$ cat config.mk
export PLATFORM = sky130hd
export DESIGN_NAME = f_pc_gen_flat
export DESIGN_NICKNAME = d
export VERILOG_FILES = /design/src/rtl/f_pc_gen_if.sv /design/src/rtl/f_pc_gen.sv /design/src/flat_wrapper.sv
export SDC_FILE = /design/constraint.sdc
export NUM_CORES = 1
export LEC_CHECK = 0
export CORE_MARGIN = 4
export CORE_UTILIZATION = 63
export CTS_BUF_LIST = sky130_fd_sc_hd__clkbuf_8
export DETAILED_ROUTE_END_ITERATION = 6
export DONT_BUFFER_PORTS = 1
export HOLD_SLACK_MARGIN = 0.02
export PLACE_DENSITY = 0.79
export SETUP_SLACK_MARGIN = 0.4
export SYNTH_ARGS = -nofsm -noshare
export SYNTH_HDL_FRONTEND = slang
export SYNTH_SLANG_ARGS = --single-unit
export TNS_END_PERCENT = 5
$ cat constraint.sdc
create_clock -name clk -period 4 [get_ports clk]
set_input_delay 0.6 -clock clk [delete_from_list [all_inputs] [get_ports clk]]
set_output_delay 0.6 -clock clk [all_outputs]
set_load 0.01 [all_outputs]
$ cat src/rtl/f_pc_gen_if.sv
// Fetch-side IMEM request channel: address/valid out of the PC generator,
// ready back from instruction memory.
interface f_pc_gen_if #(
    parameter int unsigned WIDTH = 32
);
    logic             imem_valid;
    logic [WIDTH-1:0] imem_addr;
    logic             imem_ready;

    modport master (
        output imem_valid,
        output imem_addr,
        input  imem_ready
    );

    modport slave (
        input  imem_valid,
        input  imem_addr,
        output imem_ready
    );
endinterface

$ cat src/rtl/f_pc_gen.sv
// Fetch-stage PC generator: next-PC selection, PC register, IMEM handshake
// and a one-entry pending-redirect buffer for redirects seen while blocked.
module f_pc_gen #(
    parameter int unsigned       WIDTH      = 32,
    parameter logic [WIDTH-1:0]  RESET_PC   = WIDTH'(32'h0000_3000),
    parameter logic [WIDTH-1:0]  EXC_VEC    = WIDTH'(32'h0000_4180),
    parameter bit                ERET_PLUS4 = 1'b1,
    parameter logic [WIDTH-1:0]  IMEM_LO    = WIDTH'(32'h0000_3000),
    parameter logic [WIDTH-1:0]  IMEM_HI    = WIDTH'(32'h0000_6FFC)
) (
    input  logic             clk,
    input  logic             reset_n,
    input  logic             stall,
    input  logic             req,
    input  logic             eret,
    input  logic [WIDTH-1:0] epc,
    input  logic [2:0]       br_sel,
    input  logic             b_jump,
    input  logic [WIDTH-1:0] d_pc,
    input  logic [25:0]      imm26,
    input  logic [WIDTH-1:0] rs,
    f_pc_gen_if.master       imem,
    output logic [WIDTH-1:0] F_pc,
    output logic             F_adel,
    output logic             redirect_pending
);

    localparam logic [2:0] BR_PC4    = 3'd0;
    localparam logic [2:0] BR_ADDR   = 3'd1;
    localparam logic [2:0] BR_REG    = 3'd2;
    localparam logic [2:0] BR_BRANCH = 3'd3;

    localparam int unsigned BR_EXT_W = WIDTH - 18;

    // Misaligned or outside the IMEM window.
    function automatic logic addr_err(input logic [WIDTH-1:0] pc);
        addr_err = (pc[1:0] != 2'b00) || (pc < IMEM_LO) || (pc > IMEM_HI);
    endfunction

    logic [WIDTH-1:0] r_pc;
    logic             r_adel;
    logic             r_pend_vld;
    logic             r_pend_req;
    logic [WIDTH-1:0] r_pend_tgt;

    logic [WIDTH-1:0] w_seq_pc;
    logic [WIDTH-1:0] w_br_off;
    logic [WIDTH-1:0] w_eret_tgt;
    logic             w_live_vld;
    logic [WIDTH-1:0] w_live_tgt;
    logic             w_req_any;
    logic             w_fetch_done;
    logic             w_advance;
    logic [WIDTH-1:0] w_pc_nxt;
    logic             w_pend_vld_nxt;
    logic             w_pend_req_nxt;
    logic [WIDTH-1:0] w_pend_tgt_nxt;

    assign w_seq_pc   = r_pc + WIDTH'(4);
    assign w_br_off   = {{BR_EXT_W{imm26[15]}}, imm26[15:0], 2'b00};
    assign w_eret_tgt = epc + (ERET_PLUS4 ? WIDTH'(4) : WIDTH'(0));

    // Live redirect from CP0 / D stage, highest priority first.
    always_comb begin
        w_live_vld = 1'b0;
        w_live_tgt = '0;
        if (req) begin
            w_live_vld = 1'b1;
            w_live_tgt = EXC_VEC;
        end else if (eret) begin
            w_live_vld = 1'b1;
            w_live_tgt = w_eret_tgt;
        end else begin
            case (br_sel)
                BR_ADDR: begin
                    w_live_vld = 1'b1;
                    w_live_tgt = {d_pc[WIDTH-1:28], imm26, 2'b00};
                end
                BR_REG: begin
                    w_live_vld = 1'b1;
                    w_live_tgt = rs;
                end
                BR_BRANCH: begin
                    w_live_vld = b_jump;
                    w_live_tgt = d_pc + WIDTH'(4) + w_br_off;
                end
                BR_PC4:  w_live_vld = 1'b0;
                default: w_live_vld = 1'b0;
            endcase
        end
    end

    // An illegal fetch address never goes to IMEM and retires immediately.
    assign w_req_any    = req | (r_pend_vld & r_pend_req);
    assign w_fetch_done = imem.imem_ready | r_adel;
    assign w_advance    = w_fetch_done & (~stall | w_req_any);

    // Next PC and pending-register update.
    always_comb begin
        w_pc_nxt       = r_pc;
        w_pend_vld_nxt = r_pend_vld;
        w_pend_req_nxt = r_pend_req;
        w_pend_tgt_nxt = r_pend_tgt;
        if (w_advance) begin
            w_pend_vld_nxt = 1'b0;
            w_pend_req_nxt = 1'b0;
            if (req) begin
                w_pc_nxt = EXC_VEC;
            end else if (r_pend_vld) begin
                w_pc_nxt = r_pend_tgt;
            end else if (w_live_vld) begin
                w_pc_nxt = w_live_tgt;
            end else begin
                w_pc_nxt = w_seq_pc;
            end
        end else if (w_live_vld) begin
            // A queued exception is never displaced by an ordinary redirect.
            if (req || !r_pend_vld || !r_pend_req) begin
                w_pend_vld_nxt = 1'b1;
                w_pend_req_nxt = req;
                w_pend_tgt_nxt = w_live_tgt;
            end
        end
    end

    always_ff @(posedge clk or negedge reset_n) begin
        if (!reset_n) begin
            r_pc       <= RESET_PC;
            r_adel     <= addr_err(RESET_PC);
            r_pend_vld <= 1'b0;
            r_pend_req <= 1'b0;
            r_pend_tgt <= '0;
        end else begin
            r_pc       <= w_pc_nxt;
            r_adel     <= addr_err(w_pc_nxt);
            r_pend_vld <= w_pend_vld_nxt;
            r_pend_req <= w_pend_req_nxt;
            r_pend_tgt <= w_pend_tgt_nxt;
        end
    end

    assign F_pc             = r_pc;
    assign F_adel           = r_adel;
    assign redirect_pending = r_pend_vld;
    assign imem.imem_addr   = r_pc;
    assign imem.imem_valid  = reset_n & ~r_adel;

endmodule
$ cat src/flat_wrapper.sv
// flat-port wrapper written by rule: the top's interface ports become plain ports
module f_pc_gen_flat 
#(
    parameter int unsigned       WIDTH      = 32,
    parameter logic [WIDTH-1:0]  RESET_PC   = WIDTH'(32'h0000_3000),
    parameter logic [WIDTH-1:0]  EXC_VEC    = WIDTH'(32'h0000_4180),
    parameter bit                ERET_PLUS4 = 1'b1,
    parameter logic [WIDTH-1:0]  IMEM_LO    = WIDTH'(32'h0000_3000),
    parameter logic [WIDTH-1:0]  IMEM_HI    = WIDTH'(32'h0000_6FFC)
)
  (clk, reset_n, stall, req, eret, epc, br_sel, b_jump, d_pc, imm26, rs, F_pc, F_adel, redirect_pending, imem_imem_valid, imem_imem_addr, imem_imem_ready);
  f_pc_gen_if #(.WIDTH(WIDTH)) imem_i ();
  input  logic clk;
  input  logic reset_n;
  input  logic stall;
  input  logic req;
  input  logic eret;
  input  logic [WIDTH-1:0] epc;
  input  logic [2:0] br_sel;
  input  logic b_jump;
  input  logic [WIDTH-1:0] d_pc;
  input  logic [25:0] imm26;
  input  logic [WIDTH-1:0] rs;
  output logic [WIDTH-1:0] F_pc;
  output logic F_adel;
  output logic redirect_pending;
  output wire logic [$bits(imem_i.imem_valid)-1:0] imem_imem_valid;
  output wire logic [$bits(imem_i.imem_addr)-1:0] imem_imem_addr;
  input wire logic [$bits(imem_i.imem_ready)-1:0] imem_imem_ready;
  assign imem_imem_valid = imem_i.imem_valid;
  assign imem_imem_addr = imem_i.imem_addr;
  assign imem_i.imem_ready = imem_imem_ready;
  f_pc_gen #(.WIDTH(WIDTH), .RESET_PC(RESET_PC), .EXC_VEC(EXC_VEC), .ERET_PLUS4(ERET_PLUS4), .IMEM_LO(IMEM_LO), .IMEM_HI(IMEM_HI)) u_core (.clk(clk), .reset_n(reset_n), .stall(stall), .req(req), .eret(eret), .epc(epc), .br_sel(br_sel), .b_jump(b_jump), .d_pc(d_pc), .imm26(imm26), .rs(rs), .imem(imem_i), .F_pc(F_pc), .F_adel(F_adel), .redirect_pending(redirect_pending));
endmodule
== Word level (Yosys, flattened, before mapping) ==
Cells that the tools add are included.
Word-level totals
  flip-flop bits (word level): 67
Cells by class
  add/sub/neg operators: 4
  $lt $le $gt $ge: 2
  equal/unequal tests: 3
  multiplexer cells: 16
  bitwise operators: 9
  reduce and logical (&&, ||, !) cells: 12
Operators with widths (count)
  2-to-1 mux 32 bit: 6
  adder 32 x 3 -> 32 bit (second input constant): 3
  one-hot mux 32 bit (3 select lines): 1
  adder 32 bit: 1
  greater-than comparator 32 x 15 -> 1 bit (second input constant): 1
  less-than comparator 32 x 14 -> 1 bit (second input constant): 1
  2-to-1 mux 1 bit: 8
  equality test 3 x 2 -> 1 bit (second input constant): 2
  nonzero test 2 bit: 3
  logical OR 1 bit: 4
  AND 1 bit: 3
  equality test 3 x 1 -> 1 bit (second input constant): 1
  NOT 1 bit: 3
  bitwise OR 1 bit: 3
  AND reduction 3 bit: 1
  zero test 1 bit: 2
  one-hot mux 1 bit (2 select lines): 1
  AND reduction 2 bit: 1
  OR reduction 2 bit: 1

== Longest topological paths before layout ==
  word-level depth: 12
  gate-level depth with buffers: 16
  mapped depth without buffers: 16

== Worst setup path before layout ==
Ideal clock, no wire load.
  path type: input -> register
  start point: input d_pc[26]
  end point: register u_core.r_adel, in the netlist u_core.F_adel
  setup time: 0.138 ns
  data arrival time: 3.565 ns
  data required time: 3.862 ns
  slack: 0.297 ns
  stages on the path: 13
  path buffers: 1
  path through: ha_1 > ha_1 > buf_2 > a21oi_1 > o21ai_0 > a21oi_1 > mux2_1 > a211oi_1 > a22oi_1 > a221o_1 > or4b_1 > nor4_1 > nand4b_1
On the way
  longest elaborated chain between the ends: 12
  elaborated cells on any way between the ends: 13
Ends and longest elaborated chain
  start: declaration: line flat_wrapper.sv:21  | input logic [WIDTH-1:0] d_pc;
  adder 32 x 3 -> 32 bit (*): line f_pc_gen.sv:85  | w_live_tgt = d_pc + WIDTH'(4) + w_br_off;
  adder 32 bit (*): line f_pc_gen.sv:85
  one-hot mux 32 bit (3 select lines) (*): line f_pc_gen.sv:74  | case (br_sel)
  2-to-1 mux 32 bit (*): line f_pc_gen.sv:70  | end else if (eret) begin
  2-to-1 mux 32 bit (*): line f_pc_gen.sv:67  | if (req) begin
  2-to-1 mux 32 bit (*): line f_pc_gen.sv:111  | end else if (w_live_vld) begin
  2-to-1 mux 32 bit (*): line f_pc_gen.sv:109  | end else if (r_pend_vld) begin
  2-to-1 mux 32 bit (*): line f_pc_gen.sv:107  | if (req) begin
  2-to-1 mux 32 bit (*): line f_pc_gen.sv:104  | if (w_advance) begin
  named net u_core.w_pc_nxt[29]: line f_pc_gen.sv:54  | logic [WIDTH-1:0] w_pc_nxt;
  less-than comparator 32 x 14 -> 1 bit: line f_pc_gen.sv:37  | addr_err = (pc[1:0] != 2'b00) || (pc < IMEM_LO) || (pc > IMEM_HI);
  logical OR 1 bit: line f_pc_gen.sv:37
  logical OR 1 bit (*): line f_pc_gen.sv:37
  end signal: assignment: line f_pc_gen.sv:129  | r_adel <= addr_err(RESET_PC);
  end signal: assignment: line f_pc_gen.sv:135  | r_adel <= addr_err(w_pc_nxt);
  end: declaration: line f_pc_gen.sv:41  | logic r_adel;
Mark *: on every way through the listed nets, which the timed path passes. The rest lies on a longest branch.
A chain may end at the register's enable or synchronous reset.

== Worst setup path after layout ==
  start point: input d_pc[13]
  end point: register u_core.r_adel, in the netlist u_core.F_adel
On the way
  longest elaborated chain between the ends: 12
  elaborated cells on any way between the ends: 13
Ends and longest elaborated chain (line)
  adder 32 x 3 -> 32 bit (*): f_pc_gen.sv:85
  adder 32 bit (*): f_pc_gen.sv:85
  one-hot mux 32 bit (3 select lines) (*): f_pc_gen.sv:74
  2-to-1 mux 32 bit (*): f_pc_gen.sv:70
  2-to-1 mux 32 bit (*): f_pc_gen.sv:67
  2-to-1 mux 32 bit (*): f_pc_gen.sv:111
  2-to-1 mux 32 bit (*): f_pc_gen.sv:109
  2-to-1 mux 32 bit (*): f_pc_gen.sv:107
  2-to-1 mux 32 bit (*): f_pc_gen.sv:104
  less-than comparator 32 x 14 -> 1 bit: f_pc_gen.sv:37
  logical OR 1 bit: f_pc_gen.sv:37
  logical OR 1 bit (*): f_pc_gen.sv:37
Every way passes the cells marked *; elsewhere a longest branch is shown, timed or not.

==> flow_metrics.env <==
export IMPL_status="completed"
export IMPL_drtIter0Drc=1046
export IMPL_leakagePower_nw=3.31
export IMPL_synth_cell_type_count=82
export IMPL_cp_required_ns=4.23
export IMPL_startpoint="d_pc[13]"
export IMPL_clkPwrFrac_pct=21.4
export IMPL_clock_sinks=67
export IMPL_cts_path_max_buffers=2
export IMPL_dpl_cell_area_um2=7750
export IMPL_htreeDepth=3
export IMPL_grt_pass1_vias=7685
export IMPL_root_buffer="clkbuf_8"
export IMPL_synth_cells=1014
export IMPL_hold_viol=0
export IMPL_grt_pass1_wl_um=41600
export IMPL_final_min_clock_period_ns=3.53
export IMPL_cp_start_kind="primary input"
export IMPL_syn_to_final_growth_pct=4.03
export IMPL_track_usage_pct=36.3
export IMPL_cts_clk_slew_worst_paths_ns=0.08
export IMPL_ant_nets=0
export IMPL_wl_um=26700
export IMPL_tightest_slew_ns=0.913
export IMPL_synthArstFlopShare_pct=100
export IMPL_grt_ovfl_total=0
export IMPL_fmax_ghz=0.283
export IMPL_r2r_start="u_core.F_pc[12]"
export IMPL_synth_avg_cell_area_um2=7.65
export IMPL_cp_arrival_ns=3.76
export IMPL_routed_via_count=8328
export IMPL_final_net_count=1164
export IMPL_place_hpwl_um=20700
export IMPL_ys_warn_count=0
export IMPL_dieArea_um2=14100
export IMPL_ys_ff_latch=67
export IMPL_slew_headroom_pct=38.8
export IMPL_clk_insertion_delay_late_ns=0.36
export IMPL_dp_slack_ns=0.123
export IMPL_fin_skew_ns=0.0121
export IMPL_core_um2=12000
export IMPL_setup_ws_ns=0.469
export IMPL_drv_slew=0
export IMPL_viasPerCell=7.41
export IMPL_syn_area_um2=7750
export IMPL_netSwitchingPower_w=0.00115
export IMPL_worstSetupPathType="in2reg"
export IMPL_synth_seq_area_share_pct=21.7
export IMPL_setup_tns_final_ns=0
export IMPL_synthFlopType="dfrtp_1"
export IMPL_final_common_cell="nand2_1"
export IMPL_hold_class="in2async"
export IMPL_rsz0062_at_grt="no"
export IMPL_ir_drop_v=0.000171
export IMPL_firstDrtPassIters=6
export IMPL_grt_max_degree=66
export IMPL_setup_violations_final=0
export IMPL_p_seq_share_pct=38.1
export IMPL_die_w_um=119
export IMPL_cap_violations=0
export IMPL_dieHeight_um=119
export IMPL_grt_antenna_before_repair=0
export IMPL_diodes=0
export IMPL_cts_tree="yes"
export IMPL_worstSetupEndpointType="flop"
export IMPL_internal_power_w=0.00157
export IMPL_whs_ns=0.0785
export IMPL_synth_edf_count=0
export IMPL_io_pin_count=199
export IMPL_period_share_pct=88.3
export IMPL_drc=0
export IMPL_numPortBuffers=0
export IMPL_layout_common_cells="nand2_1 (110), o21ai_0 (78), nor2_1 (72)"
export IMPL_fin_area_um2=8070
export IMPL_power_density_nw_per_um2=337
export IMPL_cts_buffers=9
export IMPL_swShare_pct=42.4
export IMPL_row_count=40
export IMPL_worstPathMaxFanout=7
export IMPL_wl_per_cell_um=23.7
export IMPL_layout_drive_gt1_share_pct=11.1
export IMPL_gp_congestion=1.02
export IMPL_syn_nets=1206
export IMPL_pwr_share_comb_pct=40.5
export IMPL_start_util_pct=64.6
layer usage:
layer / track usage, % / share of wire, %
met5: 0 / 0
met4: 17.1 / 5.6
met3: 7.36 / 12
met2: 58.5 / 45
met1: 46.8 / 37
flip-flops by register name, indices dropped and copies added (netlist names):
register / flops
u_core.F_pc: 32
u_core.r_pend_tgt: 32
u_core.r_pend_req: 1
u_core.F_adel: 1
u_core.redirect_pending: 1
final timing paths:
check,end,slack (ns),cells past startpoint
setup / recovery,u_core.F_adel,0.47,13
hold / removal,u_core.F_pc[12],0.08,0
setup reg to reg,u_core.F_adel,0.66,9
hold reg to reg,u_core.r_pend_tgt[16],0.49,2
max in group asynchronous,u_core.F_pc[7],3.59,1
min in group clk,u_core.r_pend_tgt[0],0.34,1
worst max-delay path, stage by stage:
cell and delay [ns]:
ha_1 0.29, ha_1 0.40, a21o_1 0.22, a31oi_1 0.25, a2bb2oi_1 0.37, a31oi_1 0.26, o2111ai_1 0.24, o311ai_0 0.21
buf_4 0.21, nand2_1 0.13, o211ai_1 0.15, nor4_2 0.31, nand4b_1 0.11
Yosys cell counts (all sizes together), types with 5 or more instances:
cell	number	area, um2
nand3	40	200
a211oi	11	87.6
mux2	10	113
a31o	5	43.8
a32o	7	70.1
a22oi	13	97.6
o211ai	13	97.6
o21ai	84	420
buf	48	333
a221o	12	120
nand4	25	163
a31oi	12	75.1
and2	10	62.6
nor3	25	125
dfrtp	65	1630
a22o	14	124
ha	59	738
inv	29	109
a21oi	72	360
a221oi	14	123
mux2i	7	70.1
xor2	22	193
o31ai	21	158
nor2	72	270
xnor2	31	272
or4	5	37.5
or3	5	31.3
o21a	6	45.0
nor4	12	81.3
and3	11	70.1
clkbuf	45	170
a21o	15	113
nand2	111	417
nand2b	5	31.3
and4	14	123
what timing repair did:
| action | CTS | global route |
|---|---|---|
| setup buffers | 0 | 1 |
| gates resized for setup | 0 | 22 |
| hold buffers | 1 | 0 |
| endpoints found under the setup margin | 0 | 1 |
| endpoints found under the hold margin | 65 | 0 |
stage by stage:
stage / std cells / power, W / util (%)
3_3_place_gp: 1106 / 0.00205 / 64.5
3_5_place_dp: 1106 / 0.00206 / 64.5
4_1_cts: 1123 / 0.00266 / 66.4
5_1_grt: 1124 / 0.00287 / 67.2
2_1_floorplan: 1014 / 0.00183 / -
6_report: 1124 / 0.00272 / 67.2
logic make-up after synthesis:
| logic type | Yosys count | synth area share [%] |
|---|---|---|
| XOR/XNOR | 53 | 5.99 |
| flip-flops | 67 | 21.7 |
| AND/OR/NAND/NOR | 355 | 22.8 |
| AO/OA/AOI/OAI | 340 | 29.6 |
| buffers and inverters | 122 | 7.89 |
| multiplexers | 17 | 2.36 |
| adder cells (fa/ha/maj) | 60 | 9.78 |
power by group through the flow:
stage,clock (W),sequential [W],combinational (W)
2_1_floorplan,0,0.000964,0.000864
3_3_place_gp,0,0.00104,0.00101
3_5_place_dp,0,0.00104,0.00102
4_1_cts,0.000585,0.00103,0.00104
5_1_grt,0.000614,0.00106,0.00120
6_report,0.000583,0.00104,0.00110
final cells by class:
class	count	area, um2
sequential	67	1680
clock inverter	6	65.1
fill	1030	3950
multi-input combinational	825	5570
tap	147	184
inverter	29	109
clock buffer	10	138
timing repair buffer	40	320
Power figures use the tool's default switching activity.
